### config.mk
export PLATFORM = sky130hd
export DESIGN_NAME = stream_mux_flat
export DESIGN_NICKNAME = d
export VERILOG_FILES = /design/src/rtl/stream_mux_if.sv /design/src/rtl/stream_mux.sv /design/src/flat_wrapper.sv
export SDC_FILE = /design/constraint.sdc
export NUM_CORES = 1
export LEC_CHECK = 0
export BUFFER_PORTS_ARGS = -buffer_cell sky130_fd_sc_hd__buf_2
export CORE_AREA = 2 2 124 126
export DETAILED_ROUTE_END_ITERATION = 10
export DIE_AREA = 0 0 126 128
export PLACE_DENSITY_LB_ADDON = 0.2
export SLEW_MARGIN = 25
export SYNTH_ARGS = -nofsm -noshare
export SYNTH_HDL_FRONTEND = slang
export SYNTH_SLANG_ARGS = --single-unit
### constraint.sdc
create_clock -name clk -period 3 [get_ports clk]
set_input_delay 0.45 -clock clk [delete_from_list [all_inputs] [get_ports clk]]
set_output_delay 0.45 -clock clk [all_outputs]
set_load 0.02 [all_outputs]
### src/rtl/stream_mux_if.sv
// Handshake and data bundle for stream_mux: per-channel input streams, one registered output stream.
interface stream_mux_if #(
  parameter int WIDTH    = 16,
  parameter int CHANNELS = 16
);
  localparam int SEL_W = $clog2(CHANNELS);

  logic                      mode;
  logic [SEL_W-1:0]          sel;
  logic [CHANNELS-1:0]       in_valid;
  logic [CHANNELS*WIDTH-1:0] in_data;
  logic [CHANNELS-1:0]       in_ready;
  logic                      out_valid;
  logic [WIDTH-1:0]          out_data;
  logic [SEL_W-1:0]          out_chan;
  logic                      out_ready;

  modport master (
    output mode, sel, in_valid, in_data, out_ready,
    input  in_ready, out_valid, out_data, out_chan
  );

  modport slave (
    input  mode, sel, in_valid, in_data, out_ready,
    output in_ready, out_valid, out_data, out_chan
  );
endinterface

### src/rtl/stream_mux.sv
// Registered N:1 stream multiplexer: fixed select, or round-robin when STREAM_MUX_RR_EN is defined.
// Without STREAM_MUX_RR_EN the mode input is ignored and the block always uses fixed select.
module stream_mux #(
  parameter int WIDTH    = 16,
  parameter int CHANNELS = 16
) (
  input  logic        clk,
  input  logic        rst_n,
  stream_mux_if.slave bus
);
  localparam int SEL_W = $clog2(CHANNELS);
  localparam int EXT   = 1 << SEL_W;

  logic [EXT-1:0]   valid_ext;
  logic             load;
  logic             grant_vld;
  logic [SEL_W-1:0] grant;
  logic [WIDTH-1:0] grant_data;

  logic             out_valid_q, out_valid_d;
  logic [WIDTH-1:0] out_data_q, out_data_d;
  logic [SEL_W-1:0] out_chan_q, out_chan_d;

`ifdef STREAM_MUX_RR_EN
  logic [SEL_W-1:0] ptr_q, ptr_d;
  int unsigned      idx;
`else
  logic             unused_mode;
  assign unused_mode = bus.mode;
`endif

  assign load = !out_valid_q || bus.out_ready;

  always_comb begin
    valid_ext                 = '0;
    valid_ext[CHANNELS-1:0]   = bus.in_valid;
    grant_vld                 = 1'b0;
    grant                     = '0;
`ifdef STREAM_MUX_RR_EN
    idx = 0;
    if (bus.mode) begin
      // Search ptr, ptr+1, ... wrapping at CHANNELS rather than 2^SEL_W.
      for (int unsigned i = 0; i < CHANNELS; i++) begin
        idx = 32'(ptr_q) + i;
        if (idx >= CHANNELS) idx = idx - CHANNELS;
        if (!grant_vld && valid_ext[idx[SEL_W-1:0]]) begin
          grant_vld = 1'b1;
          grant     = idx[SEL_W-1:0];
        end
      end
    end else
`endif
    if (int'(bus.sel) < CHANNELS && valid_ext[bus.sel]) begin
      grant_vld = 1'b1;
      grant     = bus.sel;
    end
  end

  assign grant_data = bus.in_data[int'(grant)*WIDTH +: WIDTH];

  always_comb begin
    bus.in_ready = '0;
    for (int unsigned c = 0; c < CHANNELS; c++) begin
      bus.in_ready[c] = rst_n && load && grant_vld && (32'(grant) == c);
    end
  end

  always_comb begin
    out_valid_d = out_valid_q;
    out_data_d  = out_data_q;
    out_chan_d  = out_chan_q;
    if (load) begin
      out_valid_d = grant_vld;
      if (grant_vld) begin
        out_data_d = grant_data;
        out_chan_d = grant;
      end
    end
  end

  always_ff @(posedge clk or negedge rst_n) begin
    if (!rst_n) begin
      out_valid_q <= 1'b0;
      out_data_q  <= '0;
      out_chan_q  <= '0;
    end else begin
      out_valid_q <= out_valid_d;
      out_data_q  <= out_data_d;
      out_chan_q  <= out_chan_d;
    end
  end

`ifdef STREAM_MUX_RR_EN
  always_comb begin
    ptr_d = ptr_q;
    if (bus.mode && load && grant_vld) begin
      ptr_d = (int'(grant) == CHANNELS - 1) ? '0 : grant + 1'b1;
    end
  end

  always_ff @(posedge clk or negedge rst_n) begin
    if (!rst_n) ptr_q <= '0;
    else        ptr_q <= ptr_d;
  end
`endif

  assign bus.out_valid = out_valid_q;
  assign bus.out_data  = out_data_q;
  assign bus.out_chan  = out_chan_q;
endmodule

### src/flat_wrapper.sv
// flat-port wrapper written by rule: the top's interface ports become plain ports
module stream_mux_flat 
#(
  parameter int WIDTH    = 16,
  parameter int CHANNELS = 16
)
  (clk, rst_n, bus_mode, bus_sel, bus_in_valid, bus_in_data, bus_out_ready, bus_in_ready, bus_out_valid, bus_out_data, bus_out_chan);
  stream_mux_if #(.WIDTH(WIDTH), .CHANNELS(CHANNELS)) bus_i ();
  input  logic clk;
  input  logic rst_n;
  input wire logic [$bits(bus_i.mode)-1:0] bus_mode;
  input wire logic [$bits(bus_i.sel)-1:0] bus_sel;
  input wire logic [$bits(bus_i.in_valid)-1:0] bus_in_valid;
  input wire logic [$bits(bus_i.in_data)-1:0] bus_in_data;
  input wire logic [$bits(bus_i.out_ready)-1:0] bus_out_ready;
  output wire logic [$bits(bus_i.in_ready)-1:0] bus_in_ready;
  output wire logic [$bits(bus_i.out_valid)-1:0] bus_out_valid;
  output wire logic [$bits(bus_i.out_data)-1:0] bus_out_data;
  output wire logic [$bits(bus_i.out_chan)-1:0] bus_out_chan;
  assign bus_i.mode = bus_mode;
  assign bus_i.sel = bus_sel;
  assign bus_i.in_valid = bus_in_valid;
  assign bus_i.in_data = bus_in_data;
  assign bus_i.out_ready = bus_out_ready;
  assign bus_in_ready = bus_i.in_ready;
  assign bus_out_valid = bus_i.out_valid;
  assign bus_out_data = bus_i.out_data;
  assign bus_out_chan = bus_i.out_chan;
  stream_mux #(.WIDTH(WIDTH), .CHANNELS(CHANNELS)) u_core (.clk(clk), .rst_n(rst_n), .bus(bus_i));
endmodule
# Yosys cells after proc, flatten, opt, wreduce, memory -nomap -nowiden
# Index checks and enable logic that the tools add are counted.
[totals] regBits=21 latchBits=0 mem_bits_rw=0 mem_bits_ro=0 inputBits=280 elab_cells=46 n_memories=0
[classes] add_sub_neg=0 n_mul=0 div=0 n_lt_le_gt_ge=1 eq_ne=15 shifts=1 mux=4 bitwise=0 reduce_logical=22
[ops] op="256-bit by 9-bit variable part select with 16-bit output" n=1
[ops] op="4-bit equality test (second input constant)" n=8
[ops] op="1-bit logical AND" n=18
[ops] op="4-bit by 3-bit equality test with 1-bit output (second input constant)" n=4
[ops] op="4-bit by 2-bit equality test with 1-bit output (second input constant)" n=2
[ops] op="4-bit by 5-bit < comparator with 1-bit output (second input constant)" n=1
[ops] op="1-bit binary-select mux with 4-bit select" n=1
[ops] op="4-bit by 1-bit equality test with 1-bit output (second input constant)" n=1
[ops] op="4-bit logical NOT" n=1
[ops] op="4-bit 2-to-1 mux" n=1
[ops] op="1-bit 2-to-1 mux" n=2
[ops] op="2-bit AND reduction" n=1
[ops] op="1-bit logical NOT" n=1
[ops] op="1-bit logical OR" n=1

# Logic depth before layout (Yosys ltp)
[depth] word_depth=5 ltp_mapped=10 mapped_depth_nobuf=7

# Worst setup path after synthesis
# No wires, ideal clock.
[synth_path] path_type="input -> output" startpoint="input port bus_sel[2]" endpoint="output port bus_in_ready[12]" arrival_time_ps=2367 t_required_ps=2550 slack_ps=183 stages=9 cell_sequence="buf_4 -> nor2b_1 -> a32oi_1 -> nand3_2 -> nand2_4 -> and2_1 -> clkbuf_1 -> nand3_1 -> nor2_1"
[synth_via] elab_chain_cells=5
[synth_rtl] item="from (decl)" line="flat_wrapper.sv:12" rtl="input wire logic [$bits(bus_i.sel)-1:0] bus_sel;"
[synth_rtl] item="1-bit binary-select mux with 4-bit select" line="stream_mux.sv:53" rtl="if (int'(bus.sel) < CHANNELS && valid_ext[bus.sel]) begin"
[synth_rtl] item="1-bit 2-to-1 mux (not written as such)" line="stream_mux.sv:53"
[synth_rtl] item="4-bit 2-to-1 mux / 1-bit 2-to-1 mux (equally long branches)" line="stream_mux.sv:53"
[synth_rtl] item="4-bit equality test / 1-bit logical AND (equally long branches)" line="stream_mux.sv:64" rtl="bus.in_ready[c] = rst_n && load && grant_vld && (32'(grant) == c);"
[synth_rtl] item="1-bit logical AND (*)" line="stream_mux.sv:64"
[synth_rtl] item="to (decl)" line="flat_wrapper.sv:16" rtl="output wire logic [$bits(bus_i.in_ready)-1:0] bus_in_ready;"
# Every way passes the cells marked *; elsewhere a longest branch is shown, timed or not. The select of a mux whose other input is x is not followed.

# Worst setup path in the final report
[layout_path] startpoint="input port bus_sel[0]" endpoint="output port bus_in_ready[3]"
[layout_via] elab_chain_cells=5
[layout_rtl] item="1-bit binary-select mux with 4-bit select" line="stream_mux.sv:53"
[layout_rtl] item="1-bit 2-to-1 mux (not written as such)" line="stream_mux.sv:53"
[layout_rtl] item="4-bit 2-to-1 mux / 1-bit 2-to-1 mux (equally long branches)" line="stream_mux.sv:53"
[layout_rtl] item="4-bit by 2-bit equality test with 1-bit output / 1-bit logical AND (equally long branches)" line="stream_mux.sv:64"
[layout_rtl] item="1-bit logical AND (*)" line="stream_mux.sv:64"
# Marked as above.

==> results by group <==
Status
  • Status: complete, no violations

Synthesis
  • Cells after Synth: 373
  • Asr flop ratio synth: 100%
  • Avg Synthesized Cell Area: 8.40 um^2
  • Library cells used by synthesis: 52
  • Main synth FF type: dfrtp_1
  • Mapped Nets: around 650
  • Post-synth EDFFs: 0
  • Syn. warnings: 0
  • Mapped Area: 0.00313 mm^2
  • Sequential share of the synthesized area: between 15 and 20%
  • Synth Register Bits: 21

Setup path
  • Worst Path Arrival: 2410 ps
  • CP required: approximately 2600 ps
  • Max incr delay on CP: 600 ps
  • Crit-path max FO: 9
  • Critical Path Source Type: input port
  • Kind of end point of the critical path: output pin
  • CP dominant cell by count: nor2_1
  • Critical Path, Cell by Cell: clkbuf_4 > mux4_2 > o211a_1 > buf_4 > nor2_1 > nand3_1 > nor2_1 > buf_2
  • WS Path Type: input port to output pin
  • CP max-delay cell: mux4_2

Power and ir drop
  • Power share of the clock group: 17.3%
  • VDD IR-drop max: 155 uV
  • Comb pwr share: 58.6%
  • Internal power: 0.000997 W
  • Sequential power share: 24.1%
  • Leakage power: 2.52 nW
  • Net load switching power: 0.000709 W
  • Switching share of power: 41.5%
  • Pwr dens: 331 mW/mm^2

STA
  • Crit share post-route: 95.3%
  • RSZ-0062 raised after global routing: no
  • Worst-margin pin slew: roughly 720 ps
  • Max-slew violations: 0
  • Final setup TNS: 0 ps
  • Clock period minus worst slack: 2860 ps
  • Fmax: about 350 MHz
  • Final setup viols: 0
  • Final Hold Fails: 0
  • Slew margin rel.: roughly half
  • Clock Skew: 5.37 ps

Routing
  • Drt drc: 0
  • First-pass detailed-route iteration total: 5
  • Number of DRC markers in iteration 0: 217
  • WL per Instance: 20.8 um
  • WL final: around 18,000 um
  • Number of vias per cell: 5.15
  • Post-detailed-route count of antenna-violating nets: 0
  • Via count: 4,535

Global route
  • Grt ovf: 0
  • Largest net degree at the start of global routing: 29
  • First-pass GRT wire length: 26,600 um
  • Gr usage total: 21.6%
  • Vias in the first global route: 4,801
  • Initial antenna violation count: 4

Floorplanning
  • Core Box Area: about 0.015 mm^2
  • Io pins: 317
  • Rows: 45
  • Die W: 126 um
  • Initial core utilization: 21.1%
  • Die Span Y: 128 um
  • Die area: 0.0161 mm^2

Layout
  • Fin nets: about 970
  • Sequential Area: 526 um^2
  • Final core utilization: 34.7%
  • Area grow syn2layout: 64.5%
  • Area taken by multi-input logic gates: 0.00245 mm^2
  • Share of layout cells above drive strength 1: 57.7%
  • Fill cells: between 1,500 and 2,000

Placement
  • DP HPWL: 15,600 um
  • Placer Congestion: 0.899
  • Buffers on Ports: 315

Clock network
  • Post-CTS Setup Bufs: 0
  • CTS clock-pin slew for the worst setup and hold paths: about 60 ps
  • TritonCTS buffer count: 3
  • Worst-case clock buffer depth: 2
  • Clk sinks: 21
  • CTS Hold Bufs: 0
  • Root buffer cell: clkbuf_16
  • CTS tree: built
  • # resized after CTS: 0
  • Worst skew pair latency: between 200 and 300 ps
  • H-Tree Depth: 1

Min path
  • Hold crit path type: input port to asynchronous set/reset pin

Run
  • Max-Cap Viols: 0
[power by group through the flow]
stage / registers, W / clock network, W / logic, W
after floorplan: 0.000516 / 0 / 0.000427
after detailed placement: 0.000415 / 0 / 0.00101
after CTS: 0.000410 / 0.000306 / 0.00101
after global placement: 0.000412 / 0 / 0.000997
final: 0.000411 / 0.000296 / 0.000999
after global routing: 0.000420 / 0.000316 / 0.00108
[cells in the mapped netlist (2+ instances only)]
| cell type | n | area (um^2) |
|---|---|---|
| o22ai_1 | 6 | 37.5 |
| dfrtp_1 | 21 | 526 |
| buf_4 | 2 | 15.0 |
| mux2_2 | 19 | 214 |
| a211oi_1 | 3 | 22.5 |
| nor2_1 | 26 | 97.6 |
| a31oi_1 | 3 | 18.8 |
| o32a_1 | 7 | 70.1 |
| a32oi_1 | 3 | 26.3 |
| and2_1 | 2 | 12.5 |
| o221ai_1 | 3 | 26.3 |
| a221o_1 | 2 | 20.0 |
| and3_1 | 4 | 25.0 |
| buf_6 | 4 | 45.0 |
| o22a_1 | 6 | 52.6 |
| clkbuf_1 | 17 | 63.8 |
| nand3_1 | 6 | 30.0 |
| buf_1 | 6 | 22.5 |
| nand2_1 | 51 | 191 |
| nor2b_1 | 3 | 18.8 |
| a21oi_1 | 15 | 75.1 |
| buf_2 | 3 | 15.0 |
| a22oi_1 | 21 | 158 |
| mux4_2 | 14 | 315 |
| o21ai_0 | 28 | 140 |
| o32ai_1 | 2 | 17.5 |
| nor3_1 | 12 | 60.1 |
| inv_1 | 2 | 7.51 |
| mux2i_1 | 29 | 290 |
| a222oi_1 | 19 | 190 |
| a221oi_1 | 13 | 114 |
[layout by cell type (no fill, tap or decap), types with 2 or more instances in the layout]
cell / synthesis / routed
nand3_1: 6 / 6
mux2i_1: 29 / 29
o22ai_1: 6 / 6
clkbuf_16: 0 / 3
a222oi_1: 19 / 19
nor3_1: 12 / 12
nor2b_1: 3 / 2
inv_1: 2 / 2
and3_1: 4 / 4
nand2_1: 51 / 51
a221oi_1: 13 / 13
buf_2: 3 / 313
and2_1: 2 / 2
o32ai_1: 2 / 2
nor2_1: 26 / 26
mux4_2: 14 / 14
a211oi_1: 3 / 2
o32a_1: 7 / 7
buf_4: 2 / 31
o221ai_1: 3 / 3
o22a_1: 6 / 6
a221o_1: 2 / 2
a22oi_1: 21 / 21
o21ai_0: 28 / 28
buf_12: 0 / 2
a21oi_1: 15 / 15
mux2_2: 19 / 19
a31oi_1: 3 / 3
dfrtp_1: 21 / 21
a32oi_1: 3 / 2
[worst max-delay path, delay by kind of cell]
family                 cells  cell delay, ps
buffers and inverters      3             550
AND/OR/NAND/NOR            3             510
AO/OA/AOI/OAI              1             290
multiplexers               1             600
[kinds of logic after synthesis]
kind of cell           Yosys count  synth area share [%]
AO/OA/AOI/OAI                  145                  36.1
AND/OR/NAND/NOR                110                  15.5
multiplexers                    62                  26.2
buffers and inverters           35                  5.51
flip-flops                      21                  16.8
[sequential cells by signal, summed over array words and instances, names as in the netlist]
register              count
u_core.bus.out_data      16
u_core.bus.out_chan       4
u_core.bus.out_valid      1
[per-stage QoR]
stage	std cells	hold slack (ps)	power, W	setup slack [ps]	cell area, um^2
5_1_grt	880	81.0	0.00181	10.2	5150
6_report	881	66.1	0.00171	142	5150
2_1_floorplan	373	154	0.000943	183	3130
3_5_place_dp	876	347	0.00142	75.8	5060
4_1_cts	880	68.9	0.00173	86.1	5140
3_3_place_gp	876	340	0.00141	146	5060
[metal layers]
metal | part of all wire [%] | vias to the layer above | global-route usage (%)
li1 | - | 2162 | -
met1 | 37 | 2104 | 23.5
met2 | 53 | 239 | 42.5
met3 | 7.4 | 24 | 4.63
met4 | 1.7 | 6 | 4.98
met5 | 0.18 | - | 0
[layout make-up]
cell class	instances	share of cell area, %
Antenna cell	1	0.0485
Clock buffer	3	1.46
Clock inverter	1	0.0971
Inverter	3	0.218
Multi-Input combinational cell	317	47.6
Sequential cell	21	10.2
Tap cell	188	4.56
Timing Repair Buffer	347	35.8
[path summary, 6_finish.rpt]
kind	startpoint	endpoint	slack [ps]	cells after the start
setup / recovery	bus_sel[0]	bus_in_ready[3]	140	8
hold / removal	rst_n	u_core.bus.out_data[4]	70	1
setup reg to reg	u_core.bus.out_valid	u_core.bus.out_data[7]	1300	6
hold reg to reg	u_core.bus.out_chan[2]	u_core.bus.out_chan[2]	480	2
max in group asynchronous	rst_n	u_core.bus.out_data[15]	2430	2
min in group clk	u_core.bus.out_chan[2]	u_core.bus.out_chan[2]	480	2
No activity file was read; power rests on OpenSTA's default activity.
